$ cat config.mk
export PLATFORM = sky130hd
export DESIGN_NAME = instr_fetch_unit_flat
export DESIGN_NICKNAME = d
export VERILOG_FILES = /design/src/rtl/proc_pkg.sv /design/src/rtl/instr_fetch_unit_if.sv /design/src/rtl/program_counter.sv /design/src/rtl/instr_fetch_unit.sv /design/src/flat_wrapper.sv
export SDC_FILE = /design/constraint.sdc
export NUM_CORES = 1
export LEC_CHECK = 0
export CAP_MARGIN = 5
export CORE_ASPECT_RATIO = 1.4
export CORE_UTILIZATION = 40
export CTS_BUF_LIST = sky130_fd_sc_hd__clkbuf_4 sky130_fd_sc_hd__clkbuf_8
export CTS_CLUSTER_SIZE = 12
export DETAILED_ROUTE_END_ITERATION = 12
export HOLD_SLACK_MARGIN = 0.03
export PLACE_DENSITY_LB_ADDON = 0.08
export SLEW_MARGIN = 20
export SYNTH_ARGS = -nofsm -noshare
export SYNTH_HDL_FRONTEND = slang
export SYNTH_HIERARCHICAL = 1
export SYNTH_SLANG_ARGS = --single-unit
$ cat constraint.sdc
create_clock -name clk -period 2.6 [get_ports clk]
set_input_delay 0.52 -clock clk [delete_from_list [all_inputs] [get_ports clk]]
set_output_delay 0.52 -clock clk [all_outputs]
set_load 0.05 [all_outputs]
$ cat src/rtl/proc_pkg.sv
// rtl/proc_pkg.sv - shared opcode constants, fetch state encoding and default widths
package proc_pkg;

    localparam int ADDR_W = 4;
    localparam int WORD_W = 8;

    localparam logic [3:0] OP_NOP   = 4'b0000;
    localparam logic [3:0] OP_ADD   = 4'b0001;
    localparam logic [3:0] OP_SUB   = 4'b0010;
    localparam logic [3:0] OP_LOAD  = 4'b0101;
    localparam logic [3:0] OP_STORE = 4'b0110;
    localparam logic [3:0] OP_JMP   = 4'b0111;
    localparam logic [3:0] OP_HALT  = 4'b1111;

    typedef enum logic [2:0] {
        ST_IDLE,
        ST_REQ,
        ST_WAIT,
        ST_HOLD,
        ST_HALT
    } fetch_state_e;

endpackage

$ cat src/rtl/instr_fetch_unit_if.sv
// rtl/instr_fetch_unit_if.sv - instruction memory bus plus downstream instruction handshake
interface instr_fetch_unit_if #(
    parameter int ADDR_W = proc_pkg::ADDR_W,
    parameter int WORD_W = proc_pkg::WORD_W
);
    logic              imem_req;
    logic [ADDR_W-1:0] imem_addr;
    logic [WORD_W-1:0] imem_rdata;
    logic              imem_valid;
    logic [3:0]        instr_out;
    logic [3:0]        operand_out;
    logic              instr_valid;
    logic              instr_ready;
    logic [ADDR_W-1:0] pc_out;

    modport master (
        output imem_req, imem_addr, instr_out, operand_out, instr_valid, pc_out,
        input  imem_rdata, imem_valid, instr_ready
    );

    modport slave (
        input  imem_req, imem_addr, instr_out, operand_out, instr_valid, pc_out,
        output imem_rdata, imem_valid, instr_ready
    );
endinterface

$ cat src/rtl/program_counter.sv
// rtl/program_counter.sv - PC register with synchronous reset, wrapping increment and parallel load
module program_counter #(
    parameter int ADDR_W = proc_pkg::ADDR_W
) (
    input  logic              clk,
    input  logic              rst,
    input  logic              inc_i,
    input  logic              load_i,
    input  logic [ADDR_W-1:0] load_val_i,
    output logic [ADDR_W-1:0] pc_o
);
    logic [ADDR_W-1:0] pc_q;
    logic [ADDR_W-1:0] pc_d;

    // Load wins over increment; the increment wraps naturally at 2^ADDR_W.
    always_comb begin
        pc_d = pc_q;
        if (load_i) begin
            pc_d = load_val_i;
        end else if (inc_i) begin
            pc_d = pc_q + 1'b1;
        end
    end

    always_ff @(posedge clk) begin
        if (rst) begin
            pc_q <= '0;
        end else begin
            pc_q <= pc_d;
        end
    end

    assign pc_o = pc_q;
endmodule

$ cat src/rtl/instr_fetch_unit.sv
// rtl/instr_fetch_unit.sv - fetch stage: PC, memory read, HALT handling, valid/ready opcode issue
// Define INSTR_FETCH_JUMP_EN to resolve OP_JMP locally instead of passing it downstream.
module instr_fetch_unit
    import proc_pkg::*;
#(
    parameter int ADDR_W = proc_pkg::ADDR_W,
    parameter int WORD_W = proc_pkg::WORD_W
) (
    input  logic                clk,
    input  logic                rst,
    input  logic                run,
    input  logic                resume,
    instr_fetch_unit_if.master  bus,
    output logic                halted
);
    fetch_state_e      state_q, state_d;
    logic              imem_req_q, imem_req_d;
    logic [3:0]        instr_q, instr_d;
    logic [3:0]        operand_q, operand_d;
    logic              valid_q, valid_d;
    logic [ADDR_W-1:0] pc_out_q, pc_out_d;
    logic              halted_q, halted_d;

    logic              pc_inc;
    logic              pc_load;
    logic [ADDR_W-1:0] pc_load_val;
    logic [ADDR_W-1:0] pc;
    logic [3:0]        rd_op;
    logic [3:0]        rd_operand;

    assign rd_op      = bus.imem_rdata[WORD_W-1 -: 4];
    assign rd_operand = bus.imem_rdata[3:0];

    program_counter #(.ADDR_W(ADDR_W)) u_pc (
        .clk        (clk),
        .rst        (rst),
        .inc_i      (pc_inc),
        .load_i     (pc_load),
        .load_val_i (pc_load_val),
        .pc_o       (pc)
    );

    always_comb begin
        state_d     = state_q;
        instr_d     = instr_q;
        operand_d   = operand_q;
        valid_d     = valid_q;
        pc_out_d    = pc_out_q;
        halted_d    = halted_q;
        pc_inc      = 1'b0;
        pc_load     = 1'b0;
        pc_load_val = '0;

        case (state_q)
            ST_IDLE: begin
                if (run) begin
                    state_d = ST_REQ;
                end
            end
            ST_REQ: begin
                state_d = ST_WAIT;
            end
            ST_WAIT: begin
                if (bus.imem_valid) begin
                    if (rd_op == OP_HALT) begin
                        halted_d = 1'b1;
                        state_d  = ST_HALT;
                    end
`ifdef INSTR_FETCH_JUMP_EN
                    else if (rd_op == OP_JMP) begin
                        pc_load     = 1'b1;
                        pc_load_val = ADDR_W'(rd_operand);
                        state_d     = ST_REQ;
                    end
`endif
                    else begin
                        instr_d   = rd_op;
                        operand_d = rd_operand;
                        pc_out_d  = pc;
                        valid_d   = 1'b1;
                        pc_inc    = 1'b1;
                        state_d   = ST_HOLD;
                    end
                end
            end
            ST_HOLD: begin
                if (bus.instr_ready) begin
                    valid_d = 1'b0;
                    state_d = run ? ST_REQ : ST_IDLE;
                end
            end
            ST_HALT: begin
                // Step past the HALT word so the restart fetches the next instruction.
                if (resume) begin
                    halted_d = 1'b0;
                    pc_inc   = 1'b1;
                    state_d  = ST_REQ;
                end
            end
            default: begin
                state_d = ST_IDLE;
            end
        endcase

        imem_req_d = (state_d == ST_REQ);
    end

    always_ff @(posedge clk) begin
        if (rst) begin
            state_q    <= ST_IDLE;
            imem_req_q <= 1'b0;
            instr_q    <= OP_NOP;
            operand_q  <= '0;
            valid_q    <= 1'b0;
            pc_out_q   <= '0;
            halted_q   <= 1'b0;
        end else begin
            state_q    <= state_d;
            imem_req_q <= imem_req_d;
            instr_q    <= instr_d;
            operand_q  <= operand_d;
            valid_q    <= valid_d;
            pc_out_q   <= pc_out_d;
            halted_q   <= halted_d;
        end
    end

    assign bus.imem_req    = imem_req_q;
    assign bus.imem_addr   = pc;
    assign bus.instr_out   = instr_q;
    assign bus.operand_out = operand_q;
    assign bus.instr_valid = valid_q;
    assign bus.pc_out      = pc_out_q;
    assign halted          = halted_q;
endmodule

$ cat src/flat_wrapper.sv
// flat-port wrapper written by rule: the top's interface ports become plain ports
module instr_fetch_unit_flat import proc_pkg::*;
#(
    parameter int ADDR_W = proc_pkg::ADDR_W,
    parameter int WORD_W = proc_pkg::WORD_W
)
  (clk, rst, run, resume, halted, bus_imem_req, bus_imem_addr, bus_instr_out, bus_operand_out, bus_instr_valid, bus_pc_out, bus_imem_rdata, bus_imem_valid, bus_instr_ready);
  instr_fetch_unit_if #(.ADDR_W(ADDR_W), .WORD_W(WORD_W)) bus_i ();
  input  logic clk;
  input  logic rst;
  input  logic run;
  input  logic resume;
  output logic halted;
  output wire logic [$bits(bus_i.imem_req)-1:0] bus_imem_req;
  output wire logic [$bits(bus_i.imem_addr)-1:0] bus_imem_addr;
  output wire logic [$bits(bus_i.instr_out)-1:0] bus_instr_out;
  output wire logic [$bits(bus_i.operand_out)-1:0] bus_operand_out;
  output wire logic [$bits(bus_i.instr_valid)-1:0] bus_instr_valid;
  output wire logic [$bits(bus_i.pc_out)-1:0] bus_pc_out;
  input wire logic [$bits(bus_i.imem_rdata)-1:0] bus_imem_rdata;
  input wire logic [$bits(bus_i.imem_valid)-1:0] bus_imem_valid;
  input wire logic [$bits(bus_i.instr_ready)-1:0] bus_instr_ready;
  assign bus_imem_req = bus_i.imem_req;
  assign bus_imem_addr = bus_i.imem_addr;
  assign bus_instr_out = bus_i.instr_out;
  assign bus_operand_out = bus_i.operand_out;
  assign bus_instr_valid = bus_i.instr_valid;
  assign bus_pc_out = bus_i.pc_out;
  assign bus_i.imem_rdata = bus_imem_rdata;
  assign bus_i.imem_valid = bus_imem_valid;
  assign bus_i.instr_ready = bus_instr_ready;
  instr_fetch_unit #(.ADDR_W(ADDR_W), .WORD_W(WORD_W)) u_core (.clk(clk), .rst(rst), .run(run), .resume(resume), .bus(bus_i), .halted(halted));
endmodule
======== Yosys cells after proc, flatten, opt, wreduce, memory -nomap -nowiden ========
Cells that the tools add are included.
word-level totals
  bits in registers ....................... 22
  bits of input ports ..................... 14
  output and inout port bits .............. 19
  logic and storage cells ................. 46
operators by class
  add/sub/neg operators ................... 1
  equal/unequal tests ..................... 11
  mux-type cells .......................... 19
  bitwise gates (word level) .............. 1
  reduce and logical (&&, ||, !) cells .... 6
operator list
  operator             number
  $mux 3               5
  $pmux 3 s5           1
  $mux 1               10
  $ne 2x2->1 const B   4
  $reduce_and 4->1     2
  $eq 3x1->1 const B   2
  $eq 3x2->1 const B   2
  $pmux 1 s2           3
  $add 4x1->4 const B  1
  $eq 4x4->1 const B   1
  $reduce_bool 2->1    2
  $eq 3x3->1 const B   1
  $logic_not 3->1      1
  $reduce_and 3->1     1
  $ne 2x1->1 const B   1
  $not 1->1            1

======== Longest topological paths before layout ========
Gate-level depths: netlist of run 1.
  word-level depth ........................ 5
  gate-level depth with buffers ........... 6

======== Modules after synthesis ========
Netlist of run 1, hierarchy kept.
modules (own cells, without submodules)
  module            instances  cells an instance  area each (um2)  sequential area each (um2)
  instr_fetch_unit  1          87                 780.7            360.3
  program_counter   1          22                 205.2            80.1

======== Worst setup path before layout of run 1 ========
Ideal clock, no wire load.
  kind .................................... input to register
  start point ............................. input port bus_imem_valid
  end point ............................... register u_core.u_pc.pc_q[1] (netlist: u_core/u_pc/pc_o[1])
  setup time .............................. 114 ps
  data arrival time ....................... 1750 ps
  required time ........................... 2486 ps
  path slack .............................. 735 ps
  cell stages on the path ................. 6
  buffers on the path ..................... 1
  cells stage by stage .................... nand4bb_1 > buf_2 > o21ai_0 > mux2_1 > mux2i_1 > nor2_1
between the ends
  longest elaborated chain between the ends .. 2
RTL lines
  what                  RTL line                source
  start, declared       flat_wrapper.sv:21      input wire logic [$bits(bus_i.imem_valid)-1:0] bus_imem_valid;
  $mux 1                instr_fetch_unit.sv:64  if (bus.imem_valid) begin
  $pmux 1 s2            instr_fetch_unit.sv:54  case (state_q)
  via u_core.pc_inc     instr_fetch_unit.sv:24  logic pc_inc;
  end signal, assigned  program_counter.sv:29   pc_q <= pc_d;
  end, declared         program_counter.sv:12   logic [ADDR_W-1:0] pc_q;
The timed path passes the listed nets, and every way through them passes these cells.
A chain may end at the register's enable or synchronous reset.

======== Worst setup path after layout of run 1 ========
  start point ............................. register u_core.u_pc.pc_q[0] (netlist: u_core/u_pc/pc_o[0])
  end point ............................... output port bus_imem_addr[0]
RTL lines
  what           RTL line            source
  end, declared  flat_wrapper.sv:15  output wire logic [$bits(bus_i.imem_addr)-1:0] bus_imem_addr;
No word-level cell between the ends.

==> results.txt, run 1 <==
The die width is 44.0 µm. At the worst endpoint, the arrival time is 1590 ps. The wire length of the first global-routing pass is 3730 µm. The instance count along the most critical hold path came out at 2. The final critical-path required period is 2110 ps. The die outline area came out at 0.00267 mm². The total of flip-flops plus latches after synthesis is 22. The buffer type at the clock tree root is sky130_fd_sc_hd__clkbuf_4.

The synthesized netlist cell count came out at 109. The area of all placed cells without fillers came out at 0.00140 mm². Entering global routing, the biggest net connects 15 pins. The critical path class is flop to primary output. The number of diodes added for antenna fixing is 0.

Measured in cells, the most critical reg-to-reg path has a length of 6. The via count of the first global-routing pass is 824. Once routing completed, OpenROAD measured the worst setup slack at 487 ps. The count of pins over their slew limit came out at 0. The maximum level of the CTS H-tree came out at 1.

By count the netlist is led by sky130_fd_sc_hd__dfxtp_1 (22), sky130_fd_sc_hd__a21oi_1 (15), sky130_fd_sc_hd__nand3_1 (9), sky130_fd_sc_hd__nor2_1 (9), sky130_fd_sc_hd__o21ai_1 (9). OpenSTA, run right after detailed placement, puts the worst setup slack at 286 ps. After synthesis, the largest area contributor takes up 44.7% of total cell area.

The hold violation count in the final report came out at 0. Pin placement for this block handled 33 I/O pins. The period utilization came out at 81.3%.

Among all cell types in the netlist, the one instantiated most often is sky130_fd_sc_hd__dfxtp_1. Counting along the longest clock path gives a buffer depth of 2. Of the cells placed in the final design, the portion with a size suffix greater than 1 is 7.48%. The clock transition at the registers of the reported paths came out at 130 ps. In this run the vertical extent of the chip is 60.7 µm. The number of failing setup endpoints in the final timing report is 0. The overall overflow remaining after global route came out at 0.

The register-to-register path setup slack is 740 ps. TritonCTS built the clock tree. The average instance area after synthesis came out at 9.05 µm².

For this design the ratio of total power to cell area is 577 mW/mm². The post-cts gate resize count came out at 0. The biggest fanout along the worst timing path is 5. In this run the number of cells on the critical path is 1.

The initial antenna violation count came to 0. For the final database, setup skew stands at 11.1 ps. The total power came out at 0.000806 W. In the final routed layout, each cell accounts on average for 14.0 µm. After synthesis the cells add up to 986 µm². The initial cell density of the core is 43.8%. For this block, the routed nets add up to 2370 µm of wire. Counting distinct cell types in the post-synthesis netlist gives 35.

By area the synthesized netlist is led by sky130_fd_sc_hd__dfxtp_1 (45%), sky130_fd_sc_hd__a21oi_1 (7.6%), sky130_fd_sc_hd__nand3_1 (4.6%), sky130_fd_sc_hd__o21ai_1 (4.6%), sky130_fd_sc_hd__nor2_1 (3.4%). In this run the worst setup path begins at u_core/u_pc/pc_o[0]$_SDFFE_PP0P_. The post-detailed-placement cell area is 0.00134 mm². The data required time at the worst endpoint came out at 2080 ps. The number of sinks handled by clock tree synthesis came out at 22. The critical path ends at bus_imem_addr[0]. The iteration count of the initial detailed-routing pass is 5. The flow ran to the end, and the final reports show no timing, DRC or antenna violations.

The vias after detailed routing is 908. During synthesis, Yosys emitted a total of 6 warnings. The final worst hold slack is 485 ps.

The number of vias per cell after detailed routing came out at 5.37. The number of nets still failing antenna checks after routing came out at 0. On the worst path, the slowest cell contributes a delay of 840 ps. The number of core rows came out at 20. The kind of cell adding the most delay to the critical path is buffers and inverters. The number of max-capacitance violations reported is 0. The buffer count from post-CTS setup fixing is 0.

Setup repair after global routing left no endpoint under its margin. Adding up every negative setup slack in the final design gives 0 ps. The final routed DRC violation total is 0. Traced cell by cell, the critical path runs through clkdlybuf4s50_1.

STA classifies the critical path startpoint as a flop. In this run the worst hold path is classified as flop to flop. The cell with the largest stage delay on the worst path is sky130_fd_sc_hd__clkdlybuf4s50_1. The headroom to the max-slew limit came out at 63.5%. For this run, the post-layout net count is 163.

The clock latency at the later pin of the worst-skew pair is 310 ps. The quantity of hold-fixing buffers added after cts came out at 0. The primary flip-flop cell chosen by synthesis mapping is sky130_fd_sc_hd__dfxtp_1.

The number of CTS-inserted buffers is 3. At the end of routability-driven placement, the weighted congestion stood at 0.761. The timing-limited maximum frequency is 0.473 GHz.

The library cell occupying the most area in the post-synthesis netlist is sky130_fd_sc_hd__dfxtp_1. The worst vdd rail ir drop came out at 0.423 mV. The number of buffers and inverters on the critical path is 1. The leakage power came out at 0.524 nW. The proportion of register bits with asynchronous set or reset after synthesis is 0%.

The endpoint identified for the worst register-to-register timing path is u_core/u_pc/pc_o[1]$_SDFFE_PP0P_. The core outline area came out at 0.00225 mm². The fraction of the yosys area taken by sequential cells came out at 44.7%. The HPWL reported at the end of detailed placement came out at 1710 µm. The DRC violation total after the first TritonRoute iteration came out at 10.

Counting flops with a built-in enable in the synthesized netlist gives 0. The worst setup path is captured at a primary output. From synthesis to final layout, the design area changed by 41.5%.

The transition time at the pin with the least slew margin is 542 ps. The worst reg2reg path startpoint is u_core/state_q[0]$_SDFF_PP0_. The count of port buffers added during placement came out at 32. The overall fraction of global-route tracks in use came out at 19.0%.
-- through the flow --
stage          util (%)  cells
6_report           61.9    169
5_1_grt            61.9    169
4_1_cts            61.9    169
3_5_place_dp       59.6    165
3_3_place_gp       59.6    165
2_1_floorplan         -    113
-- layout make-up --
type                    count  area [µm²]
repair buffers             36         350
clock buffers               3        22.5
flip-flops and latches     22         440
fillers                   212         857
inverters                   4        15.0
well taps                  22        27.5
multi-input cells          81         509
clock inverters             1        30.0
-- how the worst min path moves through the flow --
stage	to	slack [ps]	startpoint
floorplan	u_core/u_pc/pc_o[0]$_SDFFE_PP0P_	590	rst
global placement	u_core/bus.operand_out[0]$_SDFFE_PP0P_	460	u_core/bus.operand_out[0]$_SDFFE_PP0P_
detailed placement	u_core/bus.operand_out[0]$_SDFFE_PP0P_	470	u_core/bus.operand_out[0]$_SDFFE_PP0P_
CTS	u_core/bus.operand_out[0]$_SDFFE_PP0P_	480	u_core/bus.operand_out[0]$_SDFFE_PP0P_
global route	u_core/bus.operand_out[0]$_SDFFE_PP0P_	510	u_core/bus.operand_out[0]$_SDFFE_PP0P_
finish	u_core/bus.operand_out[0]$_SDFFE_PP0P_	480	u_core/bus.operand_out[0]$_SDFFE_PP0P_
-- power by group --
| part | leakage (nW) | internal, W | switching [W] | total [W] |
|---|---|---|---|---|
| Clock | 0.0279 | 0.000156 | 0.000106 | 0.000262 |
| Combinational | 0.316 | 0.0000731 | 0.0000994 | 0.000173 |
| Sequential | 0.179 | 0.000354 | 0.0000166 | 0.000371 |
-- metal layers --
layer | track usage (%) | wire length [µm] | up-vias
li1 | - | - | 474
met1 | 23.5 | 1080 | 413
met2 | 33.5 | 1170 | 19
met3 | 2.98 | 85 | 2
met4 | 6.49 | 25 | 0
met5 | 0 | 0 | -
-- state kept, by name, summed over array words and instances, names as in the netlist --
| register | cells |
|---|---|
| u_core/bus.pc_out | 4 |
| u_core/bus.instr_valid | 1 |
| u_core/bus.instr_out | 4 |
| u_core/bus.imem_req | 1 |
| u_core/halted | 1 |
| u_core/bus.operand_out | 4 |
| u_core/u_pc/pc_o | 4 |
| u_core/state_q | 3 |
-- placed cells by master (no fill, tap or decap) --
cell                              count
sky130_fd_sc_hd__or3b_1               1
sky130_fd_sc_hd__o22ai_1              1
sky130_fd_sc_hd__buf_4                4
sky130_fd_sc_hd__ha_1                 1
sky130_fd_sc_hd__o21a_1               2
sky130_fd_sc_hd__inv_1                4
sky130_fd_sc_hd__a41o_1               1
sky130_fd_sc_hd__xnor2_1              2
sky130_fd_sc_hd__o21ai_1              9
sky130_fd_sc_hd__a21boi_1             1
sky130_fd_sc_hd__a21oi_1             15
sky130_fd_sc_hd__mux2_1               1
sky130_fd_sc_hd__a211oi_1             1
sky130_fd_sc_hd__nor2b_1              1
sky130_fd_sc_hd__xor2_1               1
sky130_fd_sc_hd__and4bb_2             1
sky130_fd_sc_hd__nand3_1              9
sky130_fd_sc_hd__mux2i_1              2
sky130_fd_sc_hd__nand2b_1             1
sky130_fd_sc_hd__o211a_1              1
sky130_fd_sc_hd__nand2_1              1
sky130_fd_sc_hd__nand4bb_1            1
sky130_fd_sc_hd__and4_1               1
sky130_fd_sc_hd__o2111ai_1            1
sky130_fd_sc_hd__and3_1               3
sky130_fd_sc_hd__a2111oi_2            1
sky130_fd_sc_hd__nor2_1               9
sky130_fd_sc_hd__conb_1               5
sky130_fd_sc_hd__clkdlybuf4s50_1     32
sky130_fd_sc_hd__clkbuf_4             3
sky130_fd_sc_hd__o21ai_0              5
sky130_fd_sc_hd__bufinv_16            1
sky130_fd_sc_hd__nand4_1              2
sky130_fd_sc_hd__dfxtp_1             22
sky130_fd_sc_hd__a2111oi_4            1
-- cell families after synthesis --
kind of cell,count (synthesis),synth area share [%]
buffers and inverters,10,5.20
flip-flops,22,44.7
adder cells (fa/ha/maj),1,1.27
XOR/XNOR,3,2.67
AO/OA/AOI/OAI,39,25.6
AND/OR/NAND/NOR,30,17.0
other,1,0.380
multiplexers,3,3.17
Power figures use the tool's default switching activity.
==> run 2: changes to the inputs <==
==> constraint.sdc (replaced) <==
create_clock -name clk -period 2 [get_ports clk]
set_input_delay 0.4 -clock clk [delete_from_list [all_inputs] [get_ports clk]]
set_output_delay 0.4 -clock clk [all_outputs]
set_load 0.05 [all_outputs]
==> results.txt, run 2 (same netlist as run 1, synthesis figures left out) <==
The die outline area was 0.00267 mm² (unchanged). Most used cells in the layout excluding fill and tap cells: sky130_fd_sc_hd__clkdlybuf4s50_1 (29), sky130_fd_sc_hd__dfxtp_1 (22), sky130_fd_sc_hd__a21oi_1 (15) (was sky130_fd_sc_hd__clkdlybuf4s50_1 (32), sky130_fd_sc_hd__dfxtp_1 (22), sky130_fd_sc_hd__a21oi_1 (15)). The placer's final routability congestion estimate came to 0.783 (was 0.761). Unrepaired setup endpoints after global routing: false (unchanged). The transition time at the pin with the least slew margin came to 503 ps (was 542 ps).

The portion of total power attributed to combinational logic is 23.7% (was 21.4%). The count of cell instances traversed by the critical path is 1 (unchanged). The quantity of hold-fixing buffers added after cts is 0 (unchanged). The part of the power in the clock network is 25.7% (was 32.5%). The terminus of the critical flop-to-flop path is u_core/u_pc/pc_o[1]$_SDFFE_PP0P_ (unchanged). The final worst hold slack came to 479 ps (was 485 ps). The CTS tree was built (unchanged). The register-to-register path setup slack came out at 330 ps (was 740 ps). The number of sinks handled by clock tree synthesis came out at 22 (unchanged). The maximum level of the CTS H-tree is 1 (unchanged). The final routed DRC violation total came out at 0 (unchanged). The iteration count of the initial detailed-routing pass is 6 (was 5). The number of max-capacitance violations reported is 0 (unchanged).

The initial antenna violation count came out at 0 (unchanged). The count of port buffers added during placement came to 32 (unchanged). The period utilization is 94.9%.

The die width came to 44.0 µm (unchanged). The final critical-path required period came out at 1900 ps. The number of buffers between clock root and the deepest sink is 2 (unchanged). The number of core rows came out at 20 (unchanged).

The net count reported at finish came to 166 (was 163). The startpoint class of the critical path is a flop (unchanged). The maximum clock skew at final layout came out at 2.30 ps (was 11.1 ps).

The cell with the largest stage delay on the worst path is sky130_fd_sc_hd__clkdlybuf4s50_1 (unchanged). The worst vdd rail ir drop was 0.445 mV (was 0.423 mV). The path type of the worst min-delay path was flop to flop (unchanged). The count of boundary I/O pins came out at 33 (unchanged). The kind of cell adding the most delay to the critical path is buffers and inverters (unchanged). The core outline area is 0.00225 mm² (unchanged).

The timing-limited maximum frequency came out at 0.527 GHz. The worst setup path startpoint is u_core/u_pc/pc_o[3]$_SDFFE_PP0P_ (was u_core/u_pc/pc_o[0]$_SDFFE_PP0P_). The number of CTS-inserted buffers is 3 (unchanged). The vertical die dimension was 60.7 µm (unchanged).

The switching share of power is 29.7% (was 27.6%). The maximum cell stage delay along the critical path is 810 ps (was 840 ps). The leakage power is 0.564 nW (was 0.524 nW). The headroom to the max-slew limit came out at 66.4% (was 63.5%). The initial cell density of the core came to 43.8% (unchanged).

The share of total power in sequential cells is 50.7% (was 46.0%). The vias after detailed routing came out at 928 (was 908). The endpoint class of the critical path is a primary output (unchanged).

The buffer type at the clock tree root is sky130_fd_sc_hd__clkbuf_4 (unchanged). The DRC violation total after the first TritonRoute iteration came out at 27 (was 10). The routed wire length per instance came out at 13.3 µm (was 14.0 µm). The biggest fanout along the worst timing path came out at 3 (was 5). The worst setup path endpoint was bus_imem_addr[3] (was bus_imem_addr[0]).

The number of vias per cell after detailed routing came out at 5.40 (was 5.37). The via count of the first global-routing pass is 869 (was 824). The instance count along the most critical hold path is 2 (unchanged). The HPWL reported at the end of detailed placement was 1700 µm (was 1710 µm). The number of failing setup endpoints in the final timing report came out at 0 (unchanged). The number of nets still failing antenna checks after routing is 0 (unchanged). The area added between synthesis and finish came out at 42.5% (was 41.5%). Run status: finished clean (unchanged).

The most common cell after layout, fill and taps aside is sky130_fd_sc_hd__clkdlybuf4s50_1 (unchanged). The power density normalized to cell area came out at 676 mW/mm² (was 577 mW/mm²). The hold violation count in the final report is 0 (unchanged). The number of standard cells in the final layout excluding fillers came to 172 (was 169). The share of cells above drive strength 1 is 9.33% (was 7.48%). The wire length of the first global-routing pass came out at 3800 µm (was 3730 µm). The data arrival time of the critical path came to 1500 ps (was 1590 ps). The maximum number of pins on one net before global-route repair came out at 15 (unchanged). The number of buffers and inverters on the critical path is 1 (unchanged).

The clock latency at the later pin of the worst-skew pair came out at 310 ps (about the same). The clock transition at the registers of the reported paths came out at 120 ps (was 130 ps). The internal portion of total power is 0.000668 W (was 0.000583 W). The count of pins over their slew limit came out at 0 (unchanged). The critical path class was flop to primary output (unchanged). The overall overflow remaining after global route is 0 (unchanged). The total negative slack came out at 0 ps (unchanged). The placed cell count came out at 168 (was 165). The worst reg2reg path startpoint is u_core/state_q[0]$_SDFF_PP0_ (unchanged). The final wirelength came out at 2280 µm (was 2370 µm).

Worst path cell trace: clkdlybuf4s50_1 (unchanged). The number of diodes added for antenna fixing is 0 (unchanged). The data required time at the worst endpoint is 1600 ps (was 2080 ps). The net switching component of the power is 0.000282 W (was 0.000222 W).

The length in cells of the worst reg-to-reg path came to 7 (was 6). The number of inserted filler cells in the final layout is 205 (was 212). The overall fraction of global-route tracks in use came out at 19.3% (was 19.0%).
==> run 2: cell count changes in the layout (fill, tap and decap cells not counted), sizes merged <==
cell	change
clkdlybuf4s50	-3
bufinv	-1
buf	+3
clkbuf	+1
dlymetal6s2s	+2
dlygate4sd2	+1
==> run 2: per-layer routing <==
metal,track usage [%],vias up,share of wire [%]
met5,0,-,0
met4,11.7,0,2.2
met3,2.68,6,3.5
met2,31.3,24,48
met1,24.2,421,47
li1,-,477,-
==> run 2: power by group through the flow <==
stage	Combinational [W]	Clock (W)	Sequential (W)
2_1_floorplan	0.0000812	0	0.000550
3_3_place_gp	0.000222	0	0.000490
3_5_place_dp	0.000225	0	0.000491
4_1_cts	0.000225	0.000254	0.000481
5_1_grt	0.000240	0.000274	0.000485
6_report	0.000225	0.000244	0.000481
==> run 2: timing repair <==
action / CTS / global route
resized for setup: 1 / 2
cloned: 0 / 0
setup endpoints to repair: 1 / 2
setup buffers: 0 / 0
==> run 2: worst min path at each step <==
| stage | startpoint | endpoint | slack (ps) |
|---|---|---|---|
| finish | u_core/bus.operand_out[0]$_SDFFE_PP0P_ | u_core/bus.operand_out[0]$_SDFFE_PP0P_ | 480 |
| global route | u_core/bus.operand_out[3]$_SDFFE_PP0P_ | u_core/bus.operand_out[3]$_SDFFE_PP0P_ | 510 |
| CTS | u_core/bus.operand_out[0]$_SDFFE_PP0P_ | u_core/bus.operand_out[0]$_SDFFE_PP0P_ | 480 |
| detailed placement | u_core/bus.operand_out[0]$_SDFFE_PP0P_ | u_core/bus.operand_out[0]$_SDFFE_PP0P_ | 470 |
| global placement | u_core/bus.operand_out[1]$_SDFFE_PP0P_ | u_core/bus.operand_out[1]$_SDFFE_PP0P_ | 460 |
| floorplan | rst | u_core/u_pc/pc_o[0]$_SDFFE_PP0P_ | 470 |
==> run 2: through the flow <==
step                area [µm²]  utilization, %  total power (W)  setup slack [ps]
floorplan                 1000               -         0.000631               199
global placement          1370            60.6         0.000712              36.4
detailed placement        1370            60.6         0.000716              5.84
CTS                       1400            62.2         0.000960              9.17
global route              1410            62.4         0.000999              38.5
finish                    1410            62.4         0.000949               103
==> run 2: area by class of cell <==
class	count	area [µm²]	share of cell area [%]
Inverter	4	15.0	1.07
Tap cell	22	27.5	1.96
Multi-Input combinational cell	81	509	36.2
Sequential cell	22	440	31.3
Clock buffer	4	36.3	2.58
Timing Repair Buffer	39	377	26.8
